**src/rtl/mem_arbiter_pkg.sv**
```systemverilog
// Shared encodings for the byte-serial RAM arbiter:
// access sizes, controller states and port owners.
package mem_arbiter_pkg;

  localparam logic [1:0] SIZE_BYTE = 2'd0;
  localparam logic [1:0] SIZE_HALF = 2'd1;
  localparam logic [1:0] SIZE_WORD = 2'd2;

  localparam logic [1:0] ST_IDLE  = 2'd0;
  localparam logic [1:0] ST_READ  = 2'd1;
  localparam logic [1:0] ST_WRITE = 2'd2;
  localparam logic [1:0] ST_DONE  = 2'd3;

  localparam logic OWN_IF  = 1'b0;
  localparam logic OWN_MEM = 1'b1;

  // size code 3 is illegal and folds onto a word access
  function automatic logic [2:0] size_bytes(input logic [1:0] size);
    case (size)
      SIZE_BYTE: return 3'd1;
      SIZE_HALF: return 3'd2;
      default:   return 3'd4;
    endcase
  endfunction

endpackage

```
**src/rtl/mem_arbiter.sv**
```systemverilog
// Byte-wide RAM port arbiter: MEM has fixed priority over IF,
// every access is serialised into per-byte RAM cycles.
module mem_arbiter
  import mem_arbiter_pkg::*;
#(
  parameter int ADDR_WIDTH = 32
) (
  input  logic                  clk,
  input  logic                  rst,
  input  logic                  if_request,
  input  logic [ADDR_WIDTH-1:0] if_addr,
  output logic                  if_done,
  output logic [31:0]           if_inst,
  input  logic                  mem_request,
  input  logic                  mem_we,
  input  logic [1:0]            mem_size,
  input  logic [ADDR_WIDTH-1:0] mem_addr,
  input  logic [31:0]           mem_wdata,
  output logic                  mem_done,
  output logic [31:0]           mem_rdata,
  input  logic [7:0]            ram_din,
  output logic [7:0]            ram_dout,
  output logic [ADDR_WIDTH-1:0] ram_addr,
  output logic                  ram_wr
);

  logic [1:0]            state;
  logic [2:0]            cnt;
  logic [2:0]            n;
  logic [ADDR_WIDTH-1:0] base;
  logic [31:0]           wdata;
  logic                  owner;
  logic [31:0]           dbuf;
  logic [31:0]           dbuf_next;
  logic [ADDR_WIDTH-1:0] cur_addr;
  logic                  rd_issue;

  assign cur_addr = base + ADDR_WIDTH'(cnt);
  assign rd_issue = (state == ST_READ) && (cnt < n);

  assign ram_wr   = (state == ST_WRITE);
  assign ram_addr = (rd_issue || ram_wr) ? cur_addr : '0;
  assign ram_dout = ram_wr ? 8'(wdata >> {cnt, 3'b000}) : 8'd0;

  assign if_done  = (state == ST_DONE) && (owner == OWN_IF);
  assign mem_done = (state == ST_DONE) && (owner == OWN_MEM);

  // RAM data lags its address by one cycle, so lane cnt-1 lands now
  always_comb begin
    dbuf_next = dbuf;
    for (int i = 0; i < 4; i++) begin
      if (cnt == 3'(i + 1)) dbuf_next[8*i +: 8] = ram_din;
    end
  end

  always_ff @(posedge clk) begin
    if (!rst) begin
      state     <= ST_IDLE;
      cnt       <= '0;
      n         <= '0;
      base      <= '0;
      wdata     <= '0;
      owner     <= OWN_IF;
      dbuf      <= '0;
      if_inst   <= '0;
      mem_rdata <= '0;
    end else begin
      case (state)
        ST_IDLE: begin
          cnt  <= '0;
          dbuf <= '0;
          if (mem_request) begin
            owner <= OWN_MEM;
            n     <= size_bytes(mem_size);
            base  <= mem_addr;
            wdata <= mem_wdata;
            state <= mem_we ? ST_WRITE : ST_READ;
          end else if (if_request) begin
            owner <= OWN_IF;
            n     <= 3'd4;
            base  <= if_addr;
            wdata <= '0;
            state <= ST_READ;
          end
        end
        ST_READ: begin
          if (owner == OWN_IF && !if_request) begin
            state <= ST_IDLE;
          end else begin
            dbuf <= dbuf_next;
            cnt  <= cnt + 3'd1;
            if (cnt == n) begin
              state <= ST_DONE;
              if (owner == OWN_IF) if_inst <= dbuf_next;
              else mem_rdata <= dbuf_next;
            end
          end
        end
        ST_WRITE: begin
          cnt <= cnt + 3'd1;
          if (cnt == n - 3'd1) begin
            state     <= ST_DONE;
            mem_rdata <= '0;
          end
        end
        default: state <= ST_IDLE;
      endcase
    end
  end

endmodule

```
**config.mk**
```make
export PLATFORM = sky130hd
export DESIGN_NAME = mem_arbiter
export DESIGN_NICKNAME = d
export VERILOG_FILES = /design/src/rtl/mem_arbiter_pkg.sv /design/src/rtl/mem_arbiter.sv
export SDC_FILE = /design/constraint.sdc
export NUM_CORES = 1
export LEC_CHECK = 0
export CORE_MARGIN = 5
export CORE_UTILIZATION = 45
export DETAILED_ROUTE_END_ITERATION = 12
export MAX_ROUTING_LAYER = met4
export PLACE_DENSITY = 0.86
export SETUP_SLACK_MARGIN = 0.1
export SLEW_MARGIN = 10
export SYNTH_ARGS = -nofsm -noshare
export SYNTH_HDL_FRONTEND = slang
export SYNTH_SLANG_ARGS = --single-unit
```
**constraint.sdc**
```tcl
create_clock -name clk -period 3.8 [get_ports clk]
set_input_delay 0.95 -clock clk [delete_from_list [all_inputs] [get_ports clk]]
set_output_delay 0.95 -clock clk [all_outputs]
set_load 0.005 [all_outputs]
```
Word level (Yosys, flattened, before mapping)
Cells that the tools add are included.
Storage, ports and cells
  bits in registers: 169
  bits of input ports: 111
  output and inout bits: 107
  word-level logic and storage cells: 81
Cells by class
  $add $sub $neg: 3
  order comparisons: 1
  equality and inequality tests: 16
  shifts and indexed selects: 1
  muxes and demuxes: 31
  bitwise operators: 2
  reductions and logical operators: 18
Operators by type and width (count)
  32-bit 2-to-1 mux: 10
  32-bit one-hot mux with 2 select lines: 2
  8-bit 2-to-1 mux: 5
  32-bit by 3-bit adder with 32-bit output: 1
  32-bit by 6-bit right shift with 8-bit output: 1
  2-bit 2-to-1 mux: 6
  3-bit 2-to-1 mux: 3
  3-bit one-hot mux with 3 select lines: 1
  3-bit by 2-bit == test with 1-bit output, second input constant: 2
  3-bit == test: 2
  2-bit one-hot mux with 3 select lines: 1
  3-bit one-hot mux with 2 select lines: 1
  2-bit AND reduction: 3
  2-bit nonzero test: 3
  5-bit AND reduction: 1
  2-bit by 1-bit == test with 1-bit output, second input constant: 2
  2-bit == test, second input constant: 2
  1-bit logical AND: 4
  2-bit logical NOT: 2
  2-bit by 1-bit inequality test with 1-bit output, second input constant: 2
  2-bit inequality test, second input constant: 2
  4-bit AND reduction: 1
  3-bit by 1-bit adder with 3-bit output, second input constant: 1
  3-bit by 1-bit == test with 1-bit output, second input constant: 1
  other kinds (11): 13

Depth between registers and ports, before layout
  word-level depth: 6
  gate-level depth with buffers: 9
  depth with buffers taken out: 8

Least setup slack after synthesis
OpenSTA, ideal clock, no wires.
  path kind: flip-flop to output port
  start point: register cnt[1]
  end point: output ram_addr[26]
  arrival: 2.641 ns
  setup slack: 0.209 ns
  stages on the path, launching flop included: 9
  path buffers: 1
  path through: dfxtp_1 > clkbuf_1 > inv_1 > fa_1 > nor2b_1 > o21ai_1 > or4_1 > or3_1 > a21oi_1
On the way
  cells in the longest elaborated chain, start to end: 4
  elaborated cells between the ends (all ways): 5
RTL lines
  from (decl): line mem_arbiter.sv:28  | logic [2:0] cnt;
  from (signal assigned): line mem_arbiter.sv:91  | cnt <= cnt + 3'd1;
  from (signal assigned): line mem_arbiter.sv:100  | cnt <= cnt + 3'd1;
  parallel branches: the longest is 3 deep, another holds 32-bit by 3-bit adder with 32-bit output
  32-bit 2-to-1 mux *: line mem_arbiter.sv:42  | assign ram_addr = (rd_issue || ram_wr) ? cur_addr : '0;
  to (decl): line mem_arbiter.sv:23  | output logic [ADDR_WIDTH-1:0] ram_addr,
Every way passes the cells marked *.

Worst setup path in the final report
  start point: register base[2]
  end point: output ram_addr[13]
On the way
  cells in the longest elaborated chain, start to end: 2
RTL lines
  from (decl): line mem_arbiter.sv:30  | logic [ADDR_WIDTH-1:0] base;
  from (signal assigned): line mem_arbiter.sv:75  | base <= mem_addr;
  from (signal assigned): line mem_arbiter.sv:81  | base <= if_addr;
  32-bit by 3-bit adder with 32-bit output: line mem_arbiter.sv:38  | assign cur_addr = base + ADDR_WIDTH'(cnt);
  32-bit 2-to-1 mux: line mem_arbiter.sv:42
No other way between the ends.

==> results.toml <==
[synth]
synth_top_area_share = 0.431
synth_edf_count = 0
ys_seq_elements = 169
synthCells = 900
netlist-cell-type-count = 48
syn-num-nets = 1029
async_flop_share = 0
ys.flop_type = "dfxtp_1"
syn_avg_cell_area_um2 = 8.73
ys_seq_area_frac = 0.431
synth_area_leaders = "dfxtp_1 43%, mux2i_1 8.4%, a211oi_1 6.2%"
yosysWarnings = 0
synth_top_area_cell = "dfxtp_1"
synth_top_cells_by_count = "169 x dfxtp_1, 96 x nor2_1, 87 x nand2_1, 79 x nand3_1, 77 x a21oi_1"
syn-cell-area_mm2 = 0.00785
synth.most_common_cell = "dfxtp_1"

[finish]
post-route-util = 0.641
syn_to_final_growth_pct = 40.7
multi_input_area_mm2 = 0.00430
fillers = 1390
layout-drive-gt1-share = 0.101
finalNetCount = 1220
antennaDiodeCount = 0
seq_area_mm2 = 0.00340
stdcell_count = 1329
final_area_mm2 = 0.0111

[timing]
holdWs_ps = 448
min_period_ps = 3770
setup_viol = 0
relSlewSlack = 0.169
rsz0062_at_grt = "yes"
fmax_ghz = 0.265
finalWorstSetupSlack_ps = 30.2
skew_ps = 12.1
setup_tns_ps = 0
timing.final.crit_share = 0.992
finalHoldViolCount = 0
slew_violations = 0
worst_pin_slew_ps = 1250

[routing]
routed_via_density = 5.47
top_layer = "met4"
ant_nets = 0
drtPass1Iterations = 6
drt-total-wl_um = 22800
routedWlPerCell_um = 17.2
routed-wl-met2_um = 10900
drt_iter0_markers = 448
drc = 0
wl_met1_um = 9900
num_vias = 7265
met3_length_um = 1440

[cts]
cts_tree = "yes"
cts_inserted_buffers = 17
clk_latency_ps = 440
cts.sinks = 169
clkSlewWorstSetupHoldPaths_ps = 70
cts_htree_levels = 4
clockRootBuffer = "clkbuf_16"
ctsHoldBuffers = 0
cts_buffer_depth = 2

[die]
die_area_mm2 = 0.0202
die_w_um = 142
ios = 218
start_util = 0.456
rows = 48
die_y_um = 142
core_area_mm2 = 0.0172

[critical_path]
slowest_delay_ps = 550
worstSetupPathType = "flop to output pin"
end_kind = "output pin"
required_ps = 2850
arrival_ps = 2820
crit_family = "buffers and inverters"
worst-path-max-fanout = 4
path_buf_inv = 2
crit_slowest_cell = "a2111oi_1"
crit_path_cell_trace = "ha_4 > a21oi_2 > a2111oi_1 > buf_4 > nand3_1 > xor2_1 > nor2_1 > clkdlybuf4s50_1"
crit_path_start_kind = "flop"

[status]
status = "complete, no violations"

[place]
portBuffers = 217
place_area_mm2 = 0.0102
placedCellCount = 1287
gp_congestion = 0.825
dp_hpwl_um = 15600
post-place-ws_ps = 151

[global_routing]
grt_use_total = 0.225
grt_pass1_vias = 7143
grt_pass1_wl_um = 35900
antenna_found_initial = 0
gr-total-overflow = 0
grt_max_degree = 136

[pwr]
total_leakage_power_nw = 4.01
total_power_mw = 6.34
p_per_area_mw_per_mm2 = 574
ir_drop_uv = 427

[flow_run]
drv_cap = 0

[worst_hold_path]
hold_class = "flop to flop"
==> cell type report <==
type	instances	share of cell area
flip-flops and latches	169	0.307
multi-input cells	638	0.389
repair buffers	247	0.221
clock inverters	12	0.00962
inverters	18	0.00634
clock buffers	20	0.0413
well taps	225	0.0255
==> worst reg2reg max path, cell delays in order, from the launching register on <==
cell	delay (ps)
dfxtp_1	350
inv_1	100
ha_1	550
nand2b_1	820
nand3_1	350
a21oi_1	110
==> power breakdown <==
part / switching (mW) / internal (mW)
combinational: 1.31 / 1.02
sequential: 0.265 / 2.08
clock: 0.765 / 0.894
==> kinds of logic after synthesis <==
family,Yosys count,share of synthesized area
and+or+nand+nor,322,0.190
AOI/OAI and AO/OA,198,0.168
DFF,169,0.431
buffers and inverters,93,0.0446
muxes,74,0.107
xor gates and xnor gates,26,0.0290
adders and majority gates,18,0.0296
==> routing by layer <==
layer,GRT usage,up-vias
met4,0.0828,0
met3,0.0470,51
met5,-,-
li1,-,3585
met1,0.284,3409
met2,0.358,220
==> sequential cells by signal, indices dropped and copies added (netlist names) <==
name,flops
cnt,3
state,2
n,3
mem_rdata,32
if_inst,32
owner,1
base,32
wdata,32
dbuf,32
==> worst paths after layout <==
check                    startpoint                endpoint  slack (ps)  cells past startpoint
max            base[2]$_SDFFE_PN0P_            ram_addr[13]          30                      8
min          wdata[16]$_SDFFE_PN0P_  wdata[16]$_SDFFE_PN0P_         450                      2
max reg2reg   state[0]$_SDFFE_PN0P_   dbuf[17]$_SDFFE_PN0P_        1390                      5
min reg2reg  wdata[16]$_SDFFE_PN0P_  wdata[16]$_SDFFE_PN0P_         450                      2
==> placed cells by master (no fill, tap or decap), types with 7 or more instances in the layout <==
master,synthesis,final
a211oi_1,65,65
a21oi_1,77,75
and3_1,12,12
buf_4,0,21
clkbuf_16,0,17
clkdlybuf4s50_1,0,202
dfxtp_1,169,159
dfxtp_2,0,10
ha_1,17,15
inv_1,17,17
mux2i_1,66,66
mux4_2,8,8
nand2_1,87,87
nand3_1,79,78
nor2_1,96,96
nor2b_1,11,9
o21ai_0,8,7
o2bb2ai_1,32,32
xnor2_1,16,16
xor2_1,10,10
==> timing repair <==
| action | CTS | global route |
|---|---|---|
| endpoints found under the setup margin | 27 | 26 |
| gates resized for setup | 37 | 30 |
| pin swaps | 3 | 4 |
| setup buffers | 7 | 3 |
No activity file was read; power rests on OpenSTA's default activity.
